$ cat src/rtl/call_stack_ctrl.sv
// Return-address stack with level count, full/empty flags and sticky overflow/underflow errors.
// Optional high-water mark output (hi_mark) is built when CALL_STACK_HWM_EN is defined.
module call_stack_ctrl #(
  parameter  int NBITS = 9,
  parameter  int DEPTH = 5,
  localparam int LVLW  = $clog2(DEPTH+1)
) (
  input  logic             clk,
  input  logic             rst,
  input  logic             push,
  input  logic             pop,
  input  logic [NBITS-1:0] din,
  input  logic             clr_err,
  output logic [NBITS-1:0] top,
  output logic [LVLW-1:0]  level,
`ifdef CALL_STACK_HWM_EN
  output logic [LVLW-1:0]  hi_mark,
`endif
  output logic             empty,
  output logic             full,
  output logic             err_ovf,
  output logic             err_udf
);
  localparam int IDXW = $clog2(DEPTH);

  logic [DEPTH-1:0][NBITS-1:0] mem;
  logic [LVLW-1:0]             lvl, nxt_lvl;
  logic [IDXW-1:0]             top_idx, wr_idx;
  logic                        wr_en, ovf_ev, udf_ev;

  assign empty   = (lvl == '0);
  assign full    = (lvl == LVLW'(DEPTH));
  assign level   = lvl;
  assign top_idx = IDXW'(lvl - LVLW'(1));
  assign top     = empty ? '0 : mem[top_idx];

  always_comb begin
    nxt_lvl = lvl;
    wr_en   = 1'b0;
    wr_idx  = IDXW'(lvl);
    ovf_ev  = 1'b0;
    udf_ev  = 1'b0;
    case ({push, pop})
      2'b10: begin
        if (!full) begin
          wr_en   = 1'b1;
          nxt_lvl = lvl + LVLW'(1);
        end else ovf_ev = 1'b1;
      end
      2'b01: begin
        if (!empty) nxt_lvl = lvl - LVLW'(1);
        else        udf_ev  = 1'b1;
      end
      2'b11: begin
        wr_en = 1'b1;
        if (!empty) wr_idx = top_idx;
        else begin
          // push+pop on empty degenerates to a plain push, still an underflow
          wr_idx  = '0;
          nxt_lvl = LVLW'(1);
          udf_ev  = 1'b1;
        end
      end
      default: ;
    endcase
  end

  always_ff @(posedge clk) begin
    if (wr_en) mem[wr_idx] <= din;
  end

  always_ff @(posedge clk or posedge rst) begin
    if (rst) begin
      lvl     <= '0;
      err_ovf <= 1'b0;
      err_udf <= 1'b0;
    end else begin
      lvl     <= nxt_lvl;
      err_ovf <= ovf_ev | (err_ovf & ~clr_err);
      err_udf <= udf_ev | (err_udf & ~clr_err);
    end
  end

`ifdef CALL_STACK_HWM_EN
  // reload uses the post-edge level so hi_mark >= level always holds
  always_ff @(posedge clk or posedge rst) begin
    if (rst)                    hi_mark <= '0;
    else if (clr_err)           hi_mark <= nxt_lvl;
    else if (nxt_lvl > hi_mark) hi_mark <= nxt_lvl;
  end
`endif

endmodule
$ cat config.mk
export PLATFORM = sky130hd
export DESIGN_NAME = call_stack_ctrl
export DESIGN_NICKNAME = d
export VERILOG_FILES = /design/src/rtl/call_stack_ctrl.sv
export SDC_FILE = /design/constraint.sdc
export NUM_CORES = 1
export LEC_CHECK = 0
export CAP_MARGIN = 20
export CORE_MARGIN = 1
export CORE_UTILIZATION = 40
export DETAILED_ROUTE_END_ITERATION = 8
export PLACE_DENSITY = 0.63
export SKIP_LAST_GASP = 1
export SYNTH_ARGS = -nofsm -noshare
export SYNTH_HDL_FRONTEND = slang
export SYNTH_SLANG_ARGS = --single-unit
$ cat constraint.sdc
create_clock -name clk -period 3 [get_ports clk]
set_input_delay 0.45 -clock clk [delete_from_list [all_inputs] [get_ports clk]]
set_output_delay 0.45 -clock clk [all_outputs]
set_load 0.005 [all_outputs]
After elaboration in Yosys (flattened, before gate mapping). Cells that the tools add are included.

Register bits: 50. Input port bits: 14.

Add/subtract/negate cells: 2. Magnitude comparators: 3. Equality and inequality tests: 7. Muxes and demuxes: 18. Bitwise operators: 5. Reductions and logical operators: 5.

Operator list (number): $bwmux W45 (1); $bmux W9 S3 (1); $demux W9 S3 (1); $mux W9 (3); $mux W3 (5); $pmux W3 S3 (1); $lt A3 B4 Y1 const B (2); $ne A2 B2 Y1 const B (3); $mux W1 (5); $eq A2 B2 Y1 const B (2); $reduce_and A4 Y1 (1); $add A3 B1 Y3 const B (1); $eq A3 B3 Y1 const B (1); $ge A3 B1 Y1 const B (1); $logic_not A3 Y1 (1); $reduce_bool A3 Y1 (1); $sub A3 B1 Y3 const B (1); $and A1 B1 Y1 (2); $eq A2 B1 Y1 const B (1); $or A1 B1 Y1 (2); $pmux W1 S2 (1); $reduce_or A2 Y1 (1); $logic_and A1 B1 Y1 (1); $not A1 Y1 (1).

Logic depth before layout (Yosys ltp).
Depth in word-level cells: 8. Depth in mapped cells: 9. Depth with buffers taken out: 6.

Worst setup path after synthesis. Ideal clock, no wire load.

Kind: flip-flop to flip-flop. From: register lvl[0] (netlist: level[0]). To: register mem[27] (netlist bit), enable pin. Setup time: 375 ps. Arrival: 2280 ps. Setup slack: 344 ps. Stages on the path, launching flop included: 10. Buffers on the path: 3. Clock period less this slack: 2656 ps. Cell sequence: dfrtp_1 -> buf_6 -> buf_4 -> inv_1 -> ha_1 -> buf_4 -> or4b_1 -> a21oi_1 -> o21ai_1 -> nor2b_1.

Word-level cells in the longest chain between the ends: 3.

Ends and longest elaborated chain: start: declaration (RTL line 27) `logic [LVLW-1:0] lvl, nxt_lvl;`; start signal: assignment (RTL line 78) `lvl <= nxt_lvl;`; $eq A3 B3 Y1 (RTL line 32) `assign full = (lvl == LVLW'(DEPTH));`; $mux W1 (RTL line 45) `if (!full) begin`; $pmux W1 S2 (RTL line 43) `case ({push, pop})`; end signal: indexed assignment (RTL line 69) `if (wr_en) mem[wr_idx] <= din;`; end: declaration (RTL line 26) `logic [DEPTH-1:0][NBITS-1:0] mem;`.

No other way between the ends. A chain may end at the register's enable or synchronous reset.

Worst setup path in the final report.
From: register lvl[1] (netlist: level[1]). To: output top[0].

Word-level cells in the longest chain between the ends: 4. Elaborated cells on any way between the ends: 5. Those cells by class: add/sub: 1; mux: 3; reduce/logical: 1.

Ends and longest elaborated chain: $sub A3 B1 Y3 (RTL line 34) `assign top_idx = IDXW'(lvl - LVLW'(1));`; $bmux W9 S3 (RTL line 35) `assign top = empty ? '0 : mem[top_idx];`; $mux W9 (not written as such) (RTL line 35); $mux W9 * (RTL line 35); end: declaration (RTL line 14) `output logic [NBITS-1:0] top,`.

Every way passes the cells marked *; elsewhere a longest branch is shown, timed or not. The select of a mux whose other input is x is not followed.

==> results.toml <==
[run_status]
status = "complete, no violations"

[worst_hold_path]
min_path_type = "in2async"

[logic_synthesis]
synthTopCellsByCount = "edfxtp_1 (45), inv_1 (18), o2bb2ai_1 (9)"
postSynthCellCount = 152
yosys_warnings = 0
postSynthAreaPerCell_um2 = 15.0
synthTopCellsByArea = "edfxtp_1 (59%), mux4_1 (5.8%), dfrtp_1 (5.5%)"
ys_types = 40
synth_top_area_cell = "edfxtp_1"
ys_seq_area_share_pct = 64.9
yosysTopAreaCellShare_pct = 59.4
syn_area_um2 = 2270
synth.most_common_cell = "edfxtp_1"
synth-seq-cells = 50
synthesis.nets = 170
synth-edff-count = 45
ys.flop_type = "edfxtp_1"
async_flop_share_pct = 10.0

[job]
drv_cap = 0

[detailed_routing]
wirelength_mm = 4.41
num_vias = 1365
dr.pass1.iters = 5
drt_iter0_drc = 79
drt-vias-per-instance = 5.25
remaining_drc_errors = 0
wl_per_cell_um = 17.0
drtAntennaViolNets = 0

[worst_setup_path]
path_max_fanout = 11
critPathKind = "reg2out"
crit_chain = "inv_1 > ha_1 > buf_4 > mux4_1 > inv_1 > o2bb2ai_1 > clkdlybuf4s50_1"
critPathLaunchType = "register"
arrival_ns = 2.32
end_kind = "output pin"
cp_slowest_cell = "clkdlybuf4s50_1"
cp_common_cell = "inv_1"
critPathRequiredTime_ns = 2.55
cp.buffers_inverters = 4
slowest_delay_ns = 0.52
startpoint = "level[1]"
r2r_slack_ns = 0.62
r2r-start = "level[1]"
crit_family = "buffers and inverters"

[grt]
grtUsageTotal_pct = 16.1
grt_max_degree = 20
globalRouteOverflowTotal = 0
grt_pass1_vias = 1480
antenna_found_initial = 0
grt_pass1_wl_mm = 7.22

[sta]
timing.final.ws_setup_ns = 0.231
clock_skew_ns = 0.00807
rsz0062_at_grt = "false"
maxSlewHeadroom_pct = 61.4
period_minus_slack_ns = 2.77
setup_viol = 0
post-route-period-util_pct = 92.3
fmax_mhz = 361
slew_viol_final = 0
setup_tns_ns = 0
hold_viol_final = 0
worst_pin_slew_ns = 0.580

[placement]
place_ws_ns = 0.318
place_area_um2 = 2660
dp_hpwl_mm = 2.96
place.gp.congestion = 0.806
numPortBuffers = 29

[clock_tree]
numCtsBuffers = 5
path_clk_slew_ns = 0.09
ctsHoldBuffers = 0
cts-root-buf = "clkbuf_8"
clock_latency_ns = 0.29
post_cts_buffers = 0
htreeDepth = 2
cts_tree = "built"
clock_path_buffers = 2
clkSinkCount = 50

[floorplanning]
ios = 30
rows = 27
die_height_um = 77.4
start_util_pct = 41.3
core-area_um2 = 5510
die_x_um = 77.4
dieArea_um2 = 5990

[final_layout]
nets = 205
diodes = 0
drive_gt1_share_pct = 11.2
area_growth_pct = 23.0
fill_cells = 463
stdcell_area_um2 = 2800

[pwr]
power_density_nw_per_um2 = 1010
ir_drop_mv = 0.404
power.leakage_uw = 0.00102
finalPower_uw = 2810
-- stage by stage --
step                      hold slack (ns)  instances  utilization [%]
after floorplan                     0.229        152                -
after global placement              0.523        252             48.3
after detailed placement            0.543        252             48.3
after CTS                           0.360        260             50.7
after global routing                0.384        260             50.8
final                               0.361        260             50.8
-- cell type report --
class	count	area [um2]	area share, %
repair buffers	37	350	12.5
clock buffers	5	68.8	2.46
multi-input cells	75	682	24.4
flip-flops and latches	50	1480	52.7
inverters	18	67.6	2.41
clock inverters	3	63.8	2.28
well taps	72	90.1	3.22
-- worst register-to-register path, delay by kind of cell (launching register included) --
family | cells | cell delay [ns]
simple gates | 1 | 0.60
fa+ha+maj | 1 | 0.23
compound gates | 1 | 0.34
mux | 1 | 0.12
flops | 1 | 0.43
buf+inv | 2 | 0.30
-- layout by cell type, fill, tap and decap left out, types with 2 or more instances in the layout --
master / Yosys / final
a21oi_1: 7 / 6
and3_1: 2 / 2
buf_4: 2 / 8
bufinv_16: 0 / 2
clkbuf_8: 0 / 5
clkdlybuf4s50_1: 0 / 29
dfrtp_1: 5 / 5
edfxtp_1: 45 / 45
ha_1: 4 / 4
inv_1: 18 / 18
mux2i_1: 2 / 2
mux4_1: 5 / 5
mux4_2: 4 / 4
nand2_1: 5 / 5
nand2b_1: 2 / 2
nor2_1: 7 / 7
nor3_1: 2 / 2
nor3b_1: 2 / 2
o21ai_0: 3 / 3
o2bb2ai_1: 9 / 9
o31ai_1: 3 / 3
-- registers in the layout, summed over array words and instances (netlist names) --
| signal | count |
|---|---|
| mem | 45 |
| level | 3 |
| err_ovf | 1 |
| err_udf | 1 |
-- timing repair --
item                                    CTS  global route
endpoints found under the hold margin     0             0
gates resized for setup                   1             1
pin swaps                                 0             0
endpoints found under the setup margin    5             7
-- logic make-up after synthesis --
kind of cell / synth area share, %
XOR/XNOR: 0.385
flip-flops: 64.9
adder cells (fa/ha/maj): 2.64
buffers and inverters: 5.50
AO/OA/AOI/OAI: 9.30
AND/OR/NAND/NOR: 6.66
multiplexers: 10.6
-- where the power goes --
part | internal (uW) | leakage [uW] | switching (uW) | total [uW]
registers | 899 | 0.000472 | 47.5 | 946
clock network | 330 | 0.0000658 | 211 | 541
logic | 674 | 0.000481 | 653 | 1330
total | 1900 | 0.00102 | 912 | 2810
-- layer usage --
metal | routed length, um | vias up | part of all wire (%) | global-route usage (%)
met3 | 171 | 9 | 3.9 | 4.47
met5 | 0 | - | 0 | 0
met4 | 79 | 0 | 1.8 | 6.60
met2 | 2230 | 35 | 50 | 27.6
met1 | 1930 | 676 | 44 | 19.1
li1 | - | 645 | - | -
-- path summary, 6_finish.rpt --
| check | end | cells past startpoint |
|---|---|---|
| min | level[0] | 2 |
| max | top[0] | 7 |
| min reg2reg | err_ovf | 2 |
| max reg2reg | mem[21] | 6 |
| min in group clk | err_ovf | 2 |
| max in group asynchronous | level[2] | 2 |
(Power assumes the default switching activity.)
